### config.mk
export PLATFORM = sky130hd
export DESIGN_NAME = counter_display_bank
export DESIGN_NICKNAME = d
export VERILOG_FILES = /design/src/rtl/counter_display_pkg.sv /design/src/rtl/counter_display_bank_if.sv /design/src/rtl/seven_seg_scanner.sv /design/src/rtl/counter_display_bank.sv
export SDC_FILE = /design/constraint.sdc
export NUM_CORES = 1
export LEC_CHECK = 0
export BUFFER_PORTS_ARGS = -buffer_cell sky130_fd_sc_hd__buf_2
export CAP_MARGIN = 0
export CORE_ASPECT_RATIO = 0.75
export CORE_MARGIN = 4
export CORE_UTILIZATION = 55
export DETAILED_ROUTE_END_ITERATION = 7
export PLACE_DENSITY = 0.72
export RECOVER_POWER = 50
export SLEW_MARGIN = 25
export SYNTH_ARGS = -nofsm -noshare
export SYNTH_HDL_FRONTEND = slang
export SYNTH_SLANG_ARGS = --single-unit
### constraint.sdc
create_clock -name CLK100MHZ -period 14.9 [get_ports CLK100MHZ]
set_clock_uncertainty 0.15 [all_clocks]
set_input_delay 0.745 -clock CLK100MHZ [delete_from_list [all_inputs] [get_ports CLK100MHZ]]
set_output_delay 0.745 -clock CLK100MHZ [all_outputs]
set_load 0.01 [all_outputs]
### src/rtl/counter_display_pkg.sv
// counter_display_pkg: shared definitions for the counter/display bank.
//   - parameter defaults for counter_display_bank
//   - active-low seven-segment constants, bit order {g,f,e,d,c,b,a}
//   - hex_to_seg(): 4-bit nibble -> segment pattern
package counter_display_pkg;

  localparam int NUM_CH_DEF      = 8;
  localparam int CNT_WIDTH_DEF   = 32;
  localparam int NUM_DIGITS_DEF  = 8;
  localparam int REFRESH_DIV_DEF = 100000;

  localparam logic [6:0] SEG_ZERO = 7'b1000000;
  localparam logic [6:0] SEG_OFF  = 7'b1111111;

  function automatic logic [6:0] hex_to_seg(input logic [3:0] nib);
    logic [6:0] s;
    case (nib)
      4'h0: s = 7'b1000000;
      4'h1: s = 7'b1111001;
      4'h2: s = 7'b0100100;
      4'h3: s = 7'b0110000;
      4'h4: s = 7'b0011001;
      4'h5: s = 7'b0010010;
      4'h6: s = 7'b0000010;
      4'h7: s = 7'b1111000;
      4'h8: s = 7'b0000000;
      4'h9: s = 7'b0010000;
      4'hA: s = 7'b0001000;
      4'hB: s = 7'b0000011;
      4'hC: s = 7'b1000110;
      4'hD: s = 7'b0100001;
      4'hE: s = 7'b0000110;
      default: s = 7'b0001110;
    endcase
    return s;
  endfunction

endpackage

### src/rtl/counter_display_bank_if.sv
// counter_display_bank_if: display bus between the counter bank and the
// digit scanner.
//   disp : value to be shown (CNT_WIDTH bits)
//   an   : digit enables, active low, one-hot-zero
//   seg  : segments {g,f,e,d,c,b,a}, active low
// master = side that owns the display value, slave = scanner.
interface counter_display_bank_if #(
  parameter int CNT_WIDTH  = 32,
  parameter int NUM_DIGITS = 8
);
  logic [CNT_WIDTH-1:0]  disp;
  logic [NUM_DIGITS-1:0] an;
  logic [6:0]            seg;

  modport master (output disp, input an, seg);
  modport slave  (input disp, output an, seg);
endinterface

### src/rtl/seven_seg_scanner.sv
// seven_seg_scanner: time-multiplexes the display value over NUM_DIGITS
// seven-segment digits.
//   clk, rst : clock, asynchronous active-high reset
//   bus      : slave side of counter_display_bank_if (disp in, an/seg out)
// Each digit slot lasts REFRESH_DIV clocks. AN and segment are registered
// together from the current digit index so they always switch on the same
// edge. Digits beyond CNT_WIDTH see zero-extended data and show 0.
module seven_seg_scanner
  import counter_display_pkg::*;
#(
  parameter int CNT_WIDTH   = CNT_WIDTH_DEF,
  parameter int NUM_DIGITS  = NUM_DIGITS_DEF,
  parameter int REFRESH_DIV = REFRESH_DIV_DEF
) (
  input logic                    clk,
  input logic                    rst,
  counter_display_bank_if.slave  bus
);

  localparam int IDX_W = (NUM_DIGITS > 1) ? $clog2(NUM_DIGITS) : 1;
  localparam int REF_W = $clog2(REFRESH_DIV);

  logic [REF_W-1:0]      ref_cnt;
  logic [IDX_W-1:0]      idx;
  logic                  wrap;
  logic [31:0]           disp_ext;
  logic [3:0]            nib;
  logic [NUM_DIGITS-1:0] an_q;
  logic [6:0]            seg_q;

  assign wrap     = (ref_cnt == REF_W'(REFRESH_DIV - 1));
  assign disp_ext = 32'(bus.disp);
  assign nib      = disp_ext[{idx, 2'b00} +: 4];

  always_ff @(posedge clk or posedge rst) begin
    if (rst) begin
      ref_cnt <= '0;
      idx     <= '0;
    end else begin
      ref_cnt <= wrap ? '0 : ref_cnt + 1'b1;
      if (wrap)
        idx <= (idx == IDX_W'(NUM_DIGITS - 1)) ? '0 : idx + 1'b1;
    end
  end

  always_ff @(posedge clk or posedge rst) begin
    if (rst) begin
      an_q  <= ~NUM_DIGITS'(1);
      seg_q <= SEG_ZERO;
    end else begin
      an_q  <= ~(NUM_DIGITS'(1) << idx);
      seg_q <= hex_to_seg(nib);
    end
  end

  assign bus.an  = an_q;
  assign bus.seg = seg_q;

endmodule

### src/rtl/counter_display_bank.sv
// counter_display_bank: NUM_CH event counters with a selectable, freezable
// seven-segment hex readout.
//   CLK100MHZ : system clock (rising edge)
//   RESET     : asynchronous active-high reset
//   inc       : per-channel increment pulses (synchronous)
//   clr       : synchronous clear of counters and overflow flags
//   sel       : channel shown on the display
//   freeze    : hold display value and latched select while high
//   LED       : [7:0] one-hot latched select, [15:8] overflow flags
//   AN        : digit enables, active low
//   segment   : {g,f,e,d,c,b,a}, active low
// Optional feature: define COUNTER_OVERFLOW_EN for sticky per-channel
// overflow flags on LED[8+i]; otherwise LED[15:8] is tied to 0.
module counter_display_bank
  import counter_display_pkg::*;
#(
  parameter int NUM_CH      = NUM_CH_DEF,
  parameter int CNT_WIDTH   = CNT_WIDTH_DEF,
  parameter int NUM_DIGITS  = NUM_DIGITS_DEF,
  parameter int REFRESH_DIV = REFRESH_DIV_DEF
) (
  input  logic                  CLK100MHZ,
  input  logic                  RESET,
  input  logic [NUM_CH-1:0]     inc,
  input  logic                  clr,
  input  logic [3:0]            sel,
  input  logic                  freeze,
  output logic [15:0]           LED,
  output logic [NUM_DIGITS-1:0] AN,
  output logic [6:0]            segment
);

  logic [NUM_CH-1:0][CNT_WIDTH-1:0] cnt;
  logic [CNT_WIDTH-1:0]             sel_val;
  logic [CNT_WIDTH-1:0]             disp_q;
  logic [3:0]                       sel_q;
  logic [7:0]                       ch_led;
  logic [7:0]                       flag_led;

  // clr dominates a simultaneous increment
  always_ff @(posedge CLK100MHZ or posedge RESET) begin
    if (RESET) begin
      cnt <= '0;
    end else begin
      for (int i = 0; i < NUM_CH; i++) begin
        if (clr)
          cnt[i] <= '0;
        else if (inc[i])
          cnt[i] <= cnt[i] + 1'b1;
      end
    end
  end

`ifdef COUNTER_OVERFLOW_EN
  logic [NUM_CH-1:0] ovf;

  // sticky; set when an all-ones counter is incremented
  always_ff @(posedge CLK100MHZ or posedge RESET) begin
    if (RESET) begin
      ovf <= '0;
    end else begin
      for (int i = 0; i < NUM_CH; i++) begin
        if (clr)
          ovf[i] <= 1'b0;
        else if (inc[i] && (cnt[i] == '1))
          ovf[i] <= 1'b1;
      end
    end
  end

  assign flag_led = 8'(ovf);
`else
  assign flag_led = '0;
`endif

  // out-of-range select falls through to zero
  always_comb begin
    sel_val = '0;
    for (int i = 0; i < NUM_CH; i++)
      if (sel == 4'(i)) sel_val = cnt[i];
  end

  always_ff @(posedge CLK100MHZ or posedge RESET) begin
    if (RESET) begin
      disp_q <= '0;
      sel_q  <= '0;
    end else if (!freeze) begin
      disp_q <= sel_val;
      sel_q  <= sel;
    end
  end

  always_comb begin
    ch_led = '0;
    for (int i = 0; i < NUM_CH; i++)
      if (sel_q == 4'(i)) ch_led[i] = 1'b1;
  end

  assign LED = {flag_led, ch_led};

  counter_display_bank_if #(
    .CNT_WIDTH (CNT_WIDTH),
    .NUM_DIGITS(NUM_DIGITS)
  ) disp_bus ();

  assign disp_bus.disp = disp_q;
  assign AN            = disp_bus.an;
  assign segment       = disp_bus.seg;

  seven_seg_scanner #(
    .CNT_WIDTH  (CNT_WIDTH),
    .NUM_DIGITS (NUM_DIGITS),
    .REFRESH_DIV(REFRESH_DIV)
  ) u_scan (
    .clk(CLK100MHZ),
    .rst(RESET),
    .bus(disp_bus)
  );

endmodule

==> run metrics, run 1 <==
TritonCTS clock tree=yes; Syn. warnings=0; Setup crit end kind=async pin; worst slew pin tran=about 5100 ps; clock insertion delay at the later pin of the skew report=530 ps; Fin. Hold Viols=0; post-CTS setup buffers=0; final worst slack=between 7000 and 8000 ps; dpl cells=roughly 2200; Resize count post-CTS=0; total global routing track utilization=0.289; final wirelength=50.6 mm; status=finished, violations left; Clock transition at path regs=60 ps; mapped cell area=17500 um^2; Gate power share=0.047; share of layout cells above drive strength 1=0.0751; Hold Path End=u_scan.ref_cnt[0]; Main synth FF type=dfrtp_1; Filler Cells Inserted=2659; vias in the first global route=13100; post-synth cell types=57; Mapped Cells=1820; maximum vdd drop=0.0791 mV; RD Place Congestion=1.02; Final Cycle Share=0.473; Synth area leaders=dfrtp_1 (46%), xor2_1 (7.3%), nor2_1 (6.3%); # setup viols final=0; Period minus WS final=7050 ps; largest net degree at the start of global routing=114; Critical Path RT=between 10000 and 15000 ps; First-pass DRT Iterations=8; Int Pwr=1.48 mW; H-tree Lvls=2; first-pass GRT wire length=79.0 mm; Yosys top cell by area=dfrtp_1; Max Freq=142 MHz; worst slack at placement=11500 ps; CTS Buf Count=35; Rows=56; Initial Util=0.559; Clock Sinks=327; Post-CTS Hold Fix Bufs=0; Worst slew margin=-2.44; Routed WL per cell=22.5 um; fin cells=2245; WS Path Type=primary input to async pin; initial antenna violation count=1; Post-Syn Area per Cell=~9.6 um^2; Sw Share=0.227; Power Dens Cells=100 nW/um^2; max_cap viols=7; remaining antenna violation count after routing=0; RSZ-0062 raised after global routing=false; width of the die=214 um; nets=1854; worst hold slack=344 ps; drc violations=0; reg2reg setup slack=11830 ps; share of the synthesized area in the top cell type=0.456; CTS root buf=clkbuf_16; Port Buffers=38; maximum root-to-sink buffer count=3; Pleak=7.91 nW; IO Count=47; Layout area overhead=9.11%; First DRT Iteration DRCs=2081; GRT Residual Overflow=0; final setup TNS=0 ps; final core utilization=0.610; fraction of the yosys area taken by sequential cells=0.468; Die ar.=34800 um^2; vias=14400; hpwl dp=36.1 mm; FF-to-FF Start=u_scan.idx[0]; core footprint=31300 um^2; failing checks=max-capacitance violations, max-slew violations; max-slew violation count=around 530; r2r endpoint=u_scan.bus.seg[0]; clock share of power=0.478; Synth Register Bits=327; WP data arrival=between 6000 and 7000 ps; routed vias/inst=6.41; Hold WC Path Type=register to register; Psw=436 uW; Reg power frac=0.475; CP startpoint kind=primary input; worst r2r path cells=6; worst hold path cell count=1; chip height=163 um; asr flop ratio synth=1.00; Max FO, Critical Path=113; Hold Path Origin=u_scan.ref_cnt[0]; EDFF count, synth=0
[critical path, cell delays in order]
cell and delay, ps:
clkbuf_1 90, clkinvlp_2 2800, clkbuf_1 2920
[power groups by stage]
stage,Sequential [mW],Combinational [mW],Clock (mW)
3_5_place_dp,0.926,0.0916,0
4_1_cts,0.910,0.0919,0.928
2_1_floorplan,0.922,0.0666,0
3_3_place_gp,0.926,0.0901,0
5_1_grt,0.911,0.101,0.972
6_report,0.911,0.0907,0.918
[metal layers]
layer / wire (um) / up-vias / track usage
li1: - / 6458 / -
met2: 20700 / 744 / 0.402
met3: 6030 / 134 / 0.0832
met4: 1860 / 0 / 0.0954
met5: 0 / - / 0
met1: 22000 / 7048 / 0.435
[state kept, by name (all words and copies together) (netlist names)]
register,count
u_scan.ref_cnt,17
u_scan.bus.an,8
disp_bus.disp,32
sel_q,4
u_scan.bus.seg,7
cnt,256
u_scan.idx,3
[how the worst max path moves through the flow]
stage	startpoint	end	depth (start not counted)
2_1_floorplan	RESET	cnt[0]	1
3_3_place_gp	sel[0]	disp_bus.disp[12]	7
3_5_place_dp	sel[0]	disp_bus.disp[13]	7
4_1_cts	u_scan.idx[0]	u_scan.bus.seg[0]	6
5_1_grt	RESET	u_scan.bus.seg[3]	3
6_report	RESET	u_scan.bus.seg[3]	3
[area by class of cell]
| cell class | instances | area, um^2 | area share |
|---|---|---|---|
| Tap cell | 406 | 508 | 0.0266 |
| Multi-Input combinational cell | 1366 | 8820 | 0.462 |
| Clock buffer | 51 | 1070 | 0.0559 |
| Inverter | 38 | 144 | 0.00753 |
| Sequential cell | 327 | 8190 | 0.429 |
| Antenna cell | 1 | 2.50 | 0.000131 |
| Timing Repair Buffer | 49 | 238 | 0.0124 |
| Clock inverter | 7 | 135 | 0.00707 |
[layout by cell type (no fill, tap or decap), types with 3 or more instances in the layout]
cell	synthesis	final
dfrtp_1	319	319
nor2_1	295	295
xor2_1	146	146
nand2_1	108	108
nand3_1	94	94
nand4_1	93	93
xnor2_1	91	91
a22oi_1	59	59
nor3_1	55	52
mux2i_1	49	49
o21ai_0	46	46
a21oi_1	39	39
clkbuf_16	0	37
inv_1	37	36
and3_1	33	33
mux2_2	29	29
or3_1	28	28
a221oi_1	27	27
clkbuf_1	70	27
and4_1	26	26
o221ai_1	26	26
nor4_1	22	22
ha_1	21	21
buf_2	7	19
nor2b_1	10	10
and2_1	9	9
clkbuf_8	0	9
mux4_2	8	8
conb_1	1	8
buf_4	8	8
dfstp_2	8	8
nand2b_1	6	6
nor4b_1	4	4
a22o_1	4	4
o22ai_1	4	4
bufinv_16	0	4
nor3b_1	3	3
clkinv_2	0	3
[metrics by stage]
stage	cell area, um^2	total power, mW
after CTS	19100	1.93
after global placement	17900	1.02
final	19100	1.92
after detailed placement	17900	1.02
after global routing	19100	1.98
after floorplan	17500	0.988
[Yosys cell counts (all sizes together) (10+ instances only)]
cell and n:
nand2 108, and2 10, nor2 295, dfrtp 319, clkbuf 70, ha 21
or3 28, a21oi 39, nand3 94, xor2 146, mux2i 50, inv 38
nor3 55, xnor2 91, and3 33, and4 27, mux2 29, nor4 24
buf 26, nand4 94, nor2b 10, a221oi 27, o21ai 46, a22oi 59
o221ai 26
[kinds of logic after synthesis]
| kind of cell | Yosys count | synth area share |
|---|---|---|
| simple gates | 798 | 0.225 |
| flops | 327 | 0.468 |
| xor+xnor | 237 | 0.119 |
| compound gates | 215 | 0.0841 |
| buf+inv | 134 | 0.0314 |
| mux | 87 | 0.0582 |
| fa+ha+maj | 21 | 0.0150 |
| other cells | 1 | 0.000214 |
Power figures use the tool's default switching activity.
==> run 2, diff against run 1 <==
- ABC_AREA: not set -> 1
- PLACE_DENSITY: 0.72 -> 0.74
- clock period: 14.9 -> 6.11 ns (I/O delays scaled with it)
==> run 2 against run 1 <==
The flow still finishes with violations (max-capacitance violations, max-slew violations). Clock power is 150% higher. Final area is 22% higher. Critical path depth is 2 higher. Register-to-register slack worse by 8800 ps. Sequential share of layout area is 7.6 points lower. Largest cell class unchanged.
==> run metrics, run 2 <==
Synth Register Bits=327 (unchanged); drc violations=0 (unchanged); maximum root-to-sink buffer count=3 (unchanged); CP Cell Sequence=dlygate4sd3_1, buf_1, clkinvlp_2, clkbuf_1, buf_4; # setup viols final=0 (unchanged); Rows=62 (+11%); commonest cells after routing, fill and taps aside=nand2_1 (977), nor2_1 (609), inv_1 (352); CTS root buf=clkbuf_16; Largest Register=cnt; initial antenna violation count=0 (-1); Max Freq=257 MHz; routed vias/inst=5.92 (-7.6%); First DRT Iteration DRCs=3279 (+58%); worst hold path cell count=3 (+2); GRT Residual Overflow=0 (unchanged); mapped cell area=21400 um^2 (+22%); Hold Path Origin=sel[1]; post-synth cell types=38 (-33%); Syn. warnings=0 (unchanged); first-pass GRT wire length=118 mm (+49%); commonest non-fill, non-tap cell in the layout=nand2_1; vias in the first global route=20500 (+56%); First-pass DRT Iterations=8 (unchanged); Int Pwr=3.57 mW (+140%); IO Count=47 (unchanged); Mapped Cells=3373 (+85%); Fin. Hold Viols=0 (unchanged); total global routing track utilization=0.352 (+0.0638); worst hold slack=30.8 ps (-313 ps); EDFF count, synth=0 (unchanged); final wirelength=75.9 mm (+50%); Critical Path RT=6570 ps (-7900 ps); remaining antenna violation count after routing=0 (unchanged); share of the synthesized area in the top cell type=0.372 (-0.0835); crit path from=RESET; max_cap viols=4 (-3); share of layout cells above drive strength 1=0.0357 (-0.0394); CP startpoint kind=primary input; vias=23100 (+61%); delay of the slowest critical-path stage=2240 ps (-680 ps); Max FO, Critical Path=59 (-48%); core footprint=38400 um^2 (+23%); worst r2r path cells=10 (+4); Post-Syn Area per Cell=6.36 um^2 (-34%); Period minus WS final=3890 ps; worst slew pin tran=3120 ps (-2000 ps); RD Place Congestion=1.02 (+0.25%); failing checks=max-capacitance violations, max-slew violations; final worst slack=2220 ps (-5630 ps); Setup crit end kind=async pin; clock insertion delay at the later pin of the skew report=540 ps (about the same); fin cells=3903 (+74%); routing usage on met1=0.557 (+0.123); Yosys top cell by area=dfrtp_1; fraction of the yosys area taken by sequential cells=0.382 (-0.0857); Psw=1.23 mW (+180%); Clock Sinks=327 (unchanged); Port Buffers=38 (unchanged); final setup TNS=0 ps (unchanged); status=finished, violations left; dpl cells=3833 (+75%); Post-synth top cells=nand2_1 (977), nor2_1 (613), inv_1 (354); most numerous cell in the Yosys netlist=nand2_1; clock share of power=0.477 (about the same); Synth area leaders=dfrtp_1 (37%), nand2_1 (17%), nor2_1 (11%); Reg power frac=0.463 (-0.012); Main synth FF type=dfrtp_1; Pleak=10.0 nW (+27%); Worst slew margin=-1.08 (+1.35); Power Dens Cells=207 nW/um^2 (+110%); Layout area overhead=8.37%; nets=3401 (+83%); GR Layer Usage met2=0.477 (+0.0749); maximum vdd drop=0.215 mV (+170%); FF-to-FF Start=u_scan.idx[0]; Sw Share=0.256 (+0.0295); hpwl dp=57.7 mm (+60%); Die ar.=42200 um^2 (+21%); worst slack at placement=3050 ps (-8450 ps); Initial Util=0.558 (-0.000821); largest net degree at the start of global routing=177 (+55%); WS Path Type=primary input to async pin; chip height=179 um (+10%); Final Cycle Share=0.637; GR peak layer=met1; final core utilization=0.605 (-0.00500); max-slew violation count=179 (-66%); Largest register FFs=256 (unchanged); Clock transition at path regs=60 ps (about the same); width of the die=236 um (+10%); CTS Buf Count=37 (+5.7%); slowest CP cell=clkbuf_1; H-tree Lvls=2 (unchanged); RSZ-0062 raised after global routing=false; Resize count post-CTS=0 (unchanged); met3 Usage GRT=0.0980 (+0.0148); Gate power share=0.060 (+0.013); WP data arrival=4360 ps (-2260 ps); Routed WL per cell=19.4 um (-14%); asr flop ratio synth=1.00 (unchanged); TritonCTS clock tree=yes; Hold WC Path Type=primary input to register
[run 2: cell types whose count changed in the layout (fill, tap and decap cells not counted), moves of 134 or more]
cell	previous run	this run
inv_1	36	352
nand2_1	108	977
nand3_1	94	326
nor2_1	295	609
o21ai_0	46	196
xor2_1	146	12
[run 2: worst paths after layout]
check | slack, ps | endpoint
setup / recovery | 2220 | cnt[237]
hold / removal | 30 | sel_q[1]
setup reg to reg | 3000 | u_scan.bus.seg[5]
hold reg to reg | 320 | u_scan.ref_cnt[0]
max in group CLK100MHZ | 2220 | cnt[8]
min in group asynchronous | 140 | cnt[54]
[run 2: power by group through the flow]
stage	combinational (mW)	sequential, mW	clock [mW]
after floorplan	0.196	2.25	0
after global routing	0.325	2.23	2.40
after CTS	0.285	2.22	2.31
after detailed placement	0.282	2.26	0
after global placement	0.277	2.26	0
final	0.288	2.22	2.29
[run 2: cell families after synthesis]
logic type / after synthesis / synth area share
AO/OA/AOI/OAI: 372 / 0.0905
adder cells (fa/ha/maj): 21 / 0.0123
AND/OR/NAND/NOR: 2169 / 0.425
other: 1 / 0.000175
XOR/XNOR: 12 / 0.00490
buffers and inverters: 471 / 0.0848
flip-flops: 327 / 0.382
[run 2: cell type report]
class	count	area, um^2
Clock buffer	42	975
Antenna cell	1	2.50
Fill cell	3779	15200
Multi-Input combinational cell	2582	11500
Timing Repair Buffer	56	337
Inverter	360	1360
Sequential cell	327	8190
Clock inverter	23	234
Tap cell	512	641
[run 2: critical path: cells and delay by family]
family | cells | cell delay, ps
buffers and inverters | 5 | 3980
[run 2: metal layers]
metal,vias up,share of wire
met5,-,0
met4,0,0.021
met3,100,0.13
met2,1201,0.39
met1,10900,0.46
li1,10900,-
[run 2: timing repair]
item,in CTS,in global routing
buffers inserted,0,0
hold buffers,3,0
hold endpoints to repair,9,0
[run 2: per-stage QoR]
stage	area [um^2]	total power, mW
finish	23200	4.81
CTS	23200	4.82
global route	23200	4.95
floorplan	21500	2.45
detailed placement	22000	2.54
global placement	22000	2.54
